$ cat config.mk
export PLATFORM = sky130hd
export DESIGN_NAME = debounce_scan_ctrl
export DESIGN_NICKNAME = d
export VERILOG_FILES = /design/src/rtl/debounce_pkg.sv /design/src/rtl/tick_prescaler.sv /design/src/rtl/debounce_scan_ctrl.sv
export SDC_FILE = /design/constraint.sdc
export NUM_CORES = 1
export LEC_CHECK = 0
export BUFFER_PORTS_ARGS = -buffer_cell sky130_fd_sc_hd__buf_4
export CAP_MARGIN = 20
export CORE_MARGIN = 2
export CORE_UTILIZATION = 40
export DETAILED_ROUTE_END_ITERATION = 10
export SYNTH_ARGS = -nofsm -noshare
export SYNTH_HDL_FRONTEND = slang
export SYNTH_SLANG_ARGS = --single-unit
export TNS_END_PERCENT = 100
$ cat constraint.sdc
create_clock -name i_clk -period 7.15 [get_ports i_clk]
set_input_delay 0.715 -clock i_clk [delete_from_list [all_inputs] [get_ports i_clk]]
set_output_delay 0.715 -clock i_clk [all_outputs]
set_load 0.02 [all_outputs]
$ cat src/rtl/debounce_pkg.sv
// Shared types and defaults for the multi-button debounce scanner.
package debounce_pkg;

    typedef enum logic {S_IDLE, S_SCAN} scan_state_t;

    localparam int DEF_TICK_DIV   = 26214;
    localparam int DEF_STABLE_CNT = 5;
    localparam int DEF_CNT_W      = 3;

    function automatic int idx_width(input int n);
        return (n <= 1) ? 1 : $clog2(n);
    endfunction

endpackage

$ cat src/rtl/tick_prescaler.sv
// Free-running divider producing a one-cycle strobe every TICK_DIV clocks.
module tick_prescaler
    import debounce_pkg::*;
#(
    parameter int TICK_DIV = DEF_TICK_DIV
) (
    input  logic i_clk,
    input  logic i_rst,
    output logic o_tick
);

    localparam int W = (TICK_DIV <= 1) ? 1 : $clog2(TICK_DIV);

    logic [W-1:0] r_cnt;
    logic         w_wrap;

    assign w_wrap = (r_cnt == W'(TICK_DIV - 1));

    always_ff @(posedge i_clk or posedge i_rst) begin
        if (i_rst)
            r_cnt <= '0;
        else if (w_wrap)
            r_cnt <= '0;
        else
            r_cnt <= r_cnt + W'(1);
    end

    assign o_tick = w_wrap;

endmodule

$ cat src/rtl/debounce_scan_ctrl.sv
// Multi-button debouncer: one compare/increment datapath visits each button
// once per sample tick; levels, press pulses and size toggles are registered.
module debounce_scan_ctrl
    import debounce_pkg::*;
#(
    parameter int N_BTN      = 4,
    parameter int TICK_DIV   = DEF_TICK_DIV,
    parameter int STABLE_CNT = DEF_STABLE_CNT,
    parameter int CNT_W      = DEF_CNT_W
) (
    input  logic             i_clk,
    input  logic             i_rst,
    input  logic [N_BTN-1:0] i_btn,
    input  logic             i_run_flag,
    output logic             o_tick,
    output logic [N_BTN-1:0] o_btn_level,
    output logic [N_BTN-1:0] o_btn_press,
    output logic [N_BTN-1:0] o_size_flag,
    output logic             o_busy
);

    localparam int IDX_W = idx_width(N_BTN);

    // A tick arriving mid-scan would be lost, so the period must cover a full scan.
    if (TICK_DIV <= N_BTN + 1) begin : g_bad_div
        $error("debounce_scan_ctrl: TICK_DIV must exceed N_BTN+1");
    end
    if (STABLE_CNT >= (1 << CNT_W)) begin : g_bad_cnt
        $error("debounce_scan_ctrl: CNT_W too narrow for STABLE_CNT");
    end

    logic                        w_tick;
    logic [N_BTN-1:0]            r_sync1, r_sync2;
    scan_state_t                 r_state, w_state_nxt;
    logic [IDX_W-1:0]            r_idx, w_idx_nxt;
    logic [N_BTN-1:0][CNT_W-1:0] r_cnt;
    logic [N_BTN-1:0]            r_level, r_press, r_size;

    logic                        w_slot_s, w_slot_lvl, w_scan;
    logic [CNT_W-1:0]            w_slot_cnt;

    tick_prescaler #(.TICK_DIV(TICK_DIV)) u_prescaler (
        .i_clk  (i_clk),
        .i_rst  (i_rst),
        .o_tick (w_tick)
    );

    always_ff @(posedge i_clk or posedge i_rst) begin
        if (i_rst) begin
            r_sync1 <= '0;
            r_sync2 <= '0;
        end else begin
            r_sync1 <= i_btn;
            r_sync2 <= r_sync1;
        end
    end

    always_ff @(posedge i_clk or posedge i_rst) begin
        if (i_rst) begin
            r_state <= S_IDLE;
            r_idx   <= '0;
        end else begin
            r_state <= w_state_nxt;
            r_idx   <= w_idx_nxt;
        end
    end

    always_comb begin
        w_state_nxt = r_state;
        w_idx_nxt   = r_idx;
        case (r_state)
            S_IDLE: begin
                if (w_tick) begin
                    w_state_nxt = S_SCAN;
                    w_idx_nxt   = '0;
                end
            end
            S_SCAN: begin
                if (r_idx == IDX_W'(N_BTN - 1)) begin
                    w_state_nxt = S_IDLE;
                    w_idx_nxt   = '0;
                end else begin
                    w_idx_nxt = r_idx + IDX_W'(1);
                end
            end
            default: begin
                w_state_nxt = S_IDLE;
                w_idx_nxt   = '0;
            end
        endcase
    end

    assign w_scan     = (r_state == S_SCAN);
    assign w_slot_s   = r_sync2[r_idx];
    assign w_slot_lvl = r_level[r_idx];
    assign w_slot_cnt = r_cnt[r_idx];

    // Shared slot datapath: only the channel selected by r_idx is touched.
    always_ff @(posedge i_clk or posedge i_rst) begin
        if (i_rst) begin
            r_cnt   <= '0;
            r_level <= '0;
            r_press <= '0;
            r_size  <= '0;
        end else begin
            r_press <= '0;
            if (w_scan) begin
                if (w_slot_s == w_slot_lvl) begin
                    r_cnt[r_idx] <= '0;
                end else if (w_slot_cnt == CNT_W'(STABLE_CNT - 1)) begin
                    r_cnt[r_idx]   <= '0;
                    r_level[r_idx] <= w_slot_s;
                    if (w_slot_s) begin
                        r_press[r_idx] <= 1'b1;
                        if (!i_run_flag)
                            r_size[r_idx] <= ~r_size[r_idx];
                    end
                end else begin
                    r_cnt[r_idx] <= w_slot_cnt + CNT_W'(1);
                end
            end
        end
    end

    assign o_tick      = w_tick;
    assign o_busy      = w_scan;
    assign o_btn_level = r_level;
    assign o_btn_press = r_press;
    assign o_size_flag = r_size;

endmodule
After elaboration in Yosys (flattened, before gate mapping)

Cells that the tools add are included.

$add $sub $neg: 3
$lt $le $gt $ge: 2
Eq/ne operators: 5
Multiplexer cells: 28
Bitwise gates (word level): 6
Reductions and logical operators: 3

Operators with widths:

| cell                  | count |
|---|---|
| $mux 12               | 2 |
| $mux 4                | 4 |
| $add 15x1->15 const B | 1 |
| $eq 15x15->1 const B  | 1 |
| $mux 15               | 1 |
| $and 12x12->12        | 1 |
| $bwmux 12             | 1 |
| $not 12->12           | 1 |
| $bwmux 4              | 2 |
| $bmux 1 s2            | 3 |
| $bmux 3 s2            | 1 |
| $demux 3 s2           | 1 |
| $mux 1                | 6 |
| $mux 3                | 2 |
| $reduce_and 5->1      | 1 |
| $mux 2                | 2 |
| $not 1->1             | 4 |
| $pmux 2 s2            | 1 |
| $add 3x1->3 const B   | 1 |
| $eq 3x3->1 const B    | 1 |
| $lt 2x3->1 const B    | 1 |
| $reduce_and 3->1      | 1 |
| $add 2x1->2 const B   | 1 |
| $demux 1 s2           | 1 |
| other kinds (6)       | 6 |

Flip-flop bits (word level): 50
Input port bits: 7
Output and inout port bits: 14
Logic and storage cells: 59

Depth between registers and ports, before layout

Word-level depth: 8
Depth in mapped cells: 9
Depth with buffers taken out: 7

Modules after synthesis

A second synthesis with hierarchy kept.

Cell total of the unflattened synthesis: 193
Area, all modules: 2327.2 µm²

Modules (own cells, without submodules):

| module             | times used | cells an instance | area each (µm²) | seq. area each (µm²) |
|---|---|---|---|---|
| debounce_scan_ctrl | 1          | 125               | 1570.3          | 875.8 |
| tick_prescaler     | 1          | 68                | 757.0           | 375.4 |

Least setup slack after synthesis

No wires, ideal clock.

Path kind: reg-to-reg
From: register r_idx[0]
To: register r_size[3], in the netlist o_size_flag[3]
Setup time: 0.128 ns
Arrival: 2.305 ns
Data required time: 7.022 ns
Slack: 4.717 ns
Stages on the path, launching flop included: 10
Buffers on the path: 2
Clock period less this slack: 2.433 ns
Cell sequence: dfrtp_1 > clkbuf_8 > mux4_1 > inv_1 > ha_1 > and2_2 > and4b_1 > buf_6 > nand3b_1 > mux2_1

Cells in the longest elaborated chain, start to end: 5
Elaborated cells on any way between the ends: 19
Those cells by class: 2 x order compare; 2 x eq/ne; 11 x mux; 2 x bitwise; 2 x reduce/logical

RTL lines:

| item                                                                  | RTL line                                             | source |
|---|---|---|
| start, declared                                                       | debounce_scan_ctrl.sv:35                             | `logic [IDX_W-1:0] r_idx, w_idx_nxt;` |
| start signal, assigned                                                | debounce_scan_ctrl.sv:64                             | `r_idx <= w_idx_nxt;` |
| $lt 2x3->1 (implied by the code), or another cell as far along        | debounce_scan_ctrl.sv:116                            | `r_size[r_idx] <= ~r_size[r_idx];` |
| $logic_and 1x1->1 (implied by the code), or another cell as far along | debounce_scan_ctrl.sv:116                            |  |
| $mux 1 (implied by the code) / $eq 1x1->1 (equally long branches)     | debounce_scan_ctrl.sv:116, debounce_scan_ctrl.sv:108 |  |
| $demux 1 s2 / $not 1->1 (equally long branches)                       | -                                                    |  |
| $bwmux 4 / $reduce_and 5->1 (equally long branches)                   | -                                                    |  |
| end signal, assigned by index                                         | debounce_scan_ctrl.sv:116                            |  |
| end, declared                                                         | debounce_scan_ctrl.sv:37                             | `logic [N_BTN-1:0] r_level, r_press, r_size;` |

Parallel ways exist; a longest one is shown, timed or not. The select of a mux whose other input is x is not followed.
A chain may end at the register's enable or synchronous reset.

Worst setup path in the final report

From: register u_prescaler.r_cnt[8]
To: output o_tick

Cells in the longest elaborated chain, start to end: 1

RTL lines:

| item                   | RTL line                 | source |
|---|---|---|
| start, declared        | tick_prescaler.sv:14     | `logic [W-1:0] r_cnt;` |
| start signal, assigned | tick_prescaler.sv:25     | `r_cnt <= r_cnt + W'(1);` |
| $eq 15x15->1           | tick_prescaler.sv:17     | `assign w_wrap = (r_cnt == W'(TICK_DIV - 1));` |
| end, declared          | debounce_scan_ctrl.sv:15 | `output logic o_tick,` |

No other way between the ends.

==> impl_metrics.tcl <==
set metrics [dict create \
    cts.repair.resized 0 \
    yosysMostFrequentCell "dfrtp_1" \
    ant_nets 0 \
    wirelength_um 3960 \
    r2r_start "r_idx[0]$_DFFE_PP0P_" \
    cp.arrival_ps 2320 \
    fmax_mhz 330 \
    hold_viol_final 0 \
    final_nets 233 \
    yosys-top-cells-area "dfrtp_1, mux2_2, ha_1" \
    yosysSeqAreaShare_pct 52.8 \
    path_clk_slew_ps 100 \
    start_util_pct 40.7 \
    reg2reg_depth 5 \
    seq_area_um2 1250 \
    grt_pass1_wl_um 7150 \
    cts_hold_buf 0 \
    ys_ff_latch 50 \
    synth_edf_count 0 \
    setup_ws_ps 4120 \
    synth_top_area_share_pct 52.8 \
    cp.required_ps 6430 \
    drive_above_1_share_pct 25.6 \
    multiInputGateArea_um2 1030 \
    die_y_um 81.0 \
    drtIter0Drc 88 \
    tightest_slew_ps 785 \
    num_rows 28 \
    num_vias 1462 \
    finalInstanceArea_um2 2670 \
    rsz0062_at_grt "false" \
    setup_viol 0 \
    hold_end "r_sync2[2]$_DFF_PP0_" \
    post-route-period-util_pct 42.4 \
    cts_tree "built" \
    coreArea_um2 5820 \
    cts_setup_buffers 0 \
    drt_first_pass_iters 4 \
    fin_crit_ps 3030 \
    grt_overflow_total 0 \
    min_path_type "flip-flop to flip-flop" \
    place_hpwl_um 2810 \
    powerDensity_nw_per_um2 175 \
    critPathKind "flip-flop to output pin" \
    regToRegEndpoint "r_cnt[2]$_DFFE_PP0P_" \
    startpoint_type "flip-flop" \
    max_cap_violations 0 \
    critPathMaxFanout 15 \
    cts_sinks 50 \
    grt_antenna_before_repair 0 \
    dieArea_um2 6550 \
    die_w_um 81.0 \
    fill_cells 570 \
    cp_slowest_cell "nor4_4" \
    reg2reg_slack_ps 4350 \
    route.detailed.drc 0 \
    finalPower_w 0.000468 \
    diodes 0 \
    synthesis.area_um2 2370 \
    hold_start "r_sync1[2]$_DFF_PP0_" \
    routabilityCongestion 0.740 \
    grt_max_degree 51 \
    synth.avg_cell_area_um2 12.1 \
    crit_path_max_incr_delay_ps 730 \
    synthDistinctLibCells 40 \
    synth_top_area_cell "dfrtp_1" \
    cts_htree_levels 2 \
    ys_warn_count 0 \
    place_area_um2 2550 \
    pre_cts_ws_ps 4370 \
    async_flop_share_pct 100 \
    p_leak_nw 1.27 \
    cp_cell_sequence "or4_1, nor4_4, buf_4" \
    slew_viol_final 0 \
    syn-num-nets 210 \
    port_buffers 20 \
    area_growth_pct 12.8 \
    worst_ir_drop_vdd_uv 110 \
    cp-end-kind "output pin" \
    synthTopCellsByCount "dfrtp_1, nand2_1, nor2_1" \
    syn_inst 195 \
    grt_usage_pct 14.3 \
    synth_ff_type "dfrtp_1" \
    status "completed" \
    vias_per_cell 4.97 \
    cts_buffers 5 \
    clk_path_buf_depth 2 \
    clock_latency_ps 300 \
    slew-limit-headroom_pct 47.3 \
    root_buffer "clkbuf_8" \
    skew_ps 6.24 \
    fin_tns_setup_ps 0 \
    min_path_cells 0 \
    io_pins 21 \
    grt_pass1_vias 1510 \
    wl_per_cell_um 13.5 \
]
state kept, by name (all words and copies together) (netlist names):
signal	count
r_sync2	4
r_idx	2
o_busy	1
o_size_flag	4
r_sync1	4
o_btn_press	4
o_btn_level	4
u_prescaler.r_cnt	15
r_cnt	12
critical path: cells and delay by family (launching register included):
kind | cells | cell delay (ps)
and+or+nand+nor | 2 | 1310
buffers and inverters | 1 | 270
DFF | 1 | 440
kinds of logic after synthesis:
kind of cell	count (synthesis)	synth area share, %
xor+xnor	10	3.70
simple gates	70	16.4
buf+inv	14	3.86
compound gates	20	5.44
fa+ha+maj	8	4.23
mux	23	13.5
flops	50	52.8
metal layers:
metal	up-vias	global-route usage [%]	part of all wire [%]
met2	23	23.1	48
met3	2	3.67	3.6
li1	733	-	-
met4	0	4.07	0.58
met1	704	19.2	48
met5	-	0	0
power by group:
group          internal, W   total, W  switching [W]
logic           0.00000439  0.0000115     0.00000710
clock network    0.0000726   0.000172      0.0000989
registers         0.000285   0.000285    0.000000492
total             0.000362   0.000468       0.000107
layout by cell type, fill, tap and decap left out, drive strengths merged, types with 2 or more instances in the layout:
master,n
buf,21
mux2i,2
and4b,2
nor4,3
clkbuf,5
or4,2
inv,10
a21o,4
nand3,5
dfrtp,50
mux2,16
nand4,4
and2,5
xor2,2
o21ai,8
ha,8
nand2,22
xnor2,8
clkinv,2
nor2,14
or3,3
mux4,5
a21oi,3
nand3b,4
area by class of cell:
| type | count | share of cell area [%] |
|---|---|---|
| Sequential cell | 50 | 46.8 |
| Multi-Input combinational cell | 131 | 38.4 |
| Inverter | 9 | 1.26 |
| Clock inverter | 3 | 1.08 |
| Timing Repair Buffer | 21 | 6.37 |
| Tap cell | 75 | 3.51 |
| Clock buffer | 5 | 2.57 |
worst max path at each step:
stage,from,endpoint,depth (start not counted)
6_report,u_prescaler.r_cnt[8]$_DFF_PP0_,o_tick,3
5_1_grt,u_prescaler.r_cnt[8]$_DFF_PP0_,o_tick,3
4_1_cts,u_prescaler.r_cnt[8]$_DFF_PP0_,o_tick,3
3_5_place_dp,r_idx[0]$_DFFE_PP0P_,o_size_flag[3]$_DFFE_PP0P_,7
3_3_place_gp,u_prescaler.r_cnt[8]$_DFF_PP0_,o_tick,3
2_1_floorplan,r_idx[0]$_DFFE_PP0P_,o_size_flag[3]$_DFFE_PP0P_,9
per-stage QoR:
stage / hold WS (ps) / util (%) / cells
detailed placement: 336 / 43.9 / 285
global placement: 333 / 43.9 / 285
global route: 365 / 46.0 / 294
finish: 358 / 46.0 / 294
floorplan: 331 / - / 195
CTS: 360 / 45.6 / 293
Note: power is estimated with default switching activity, not from simulation.
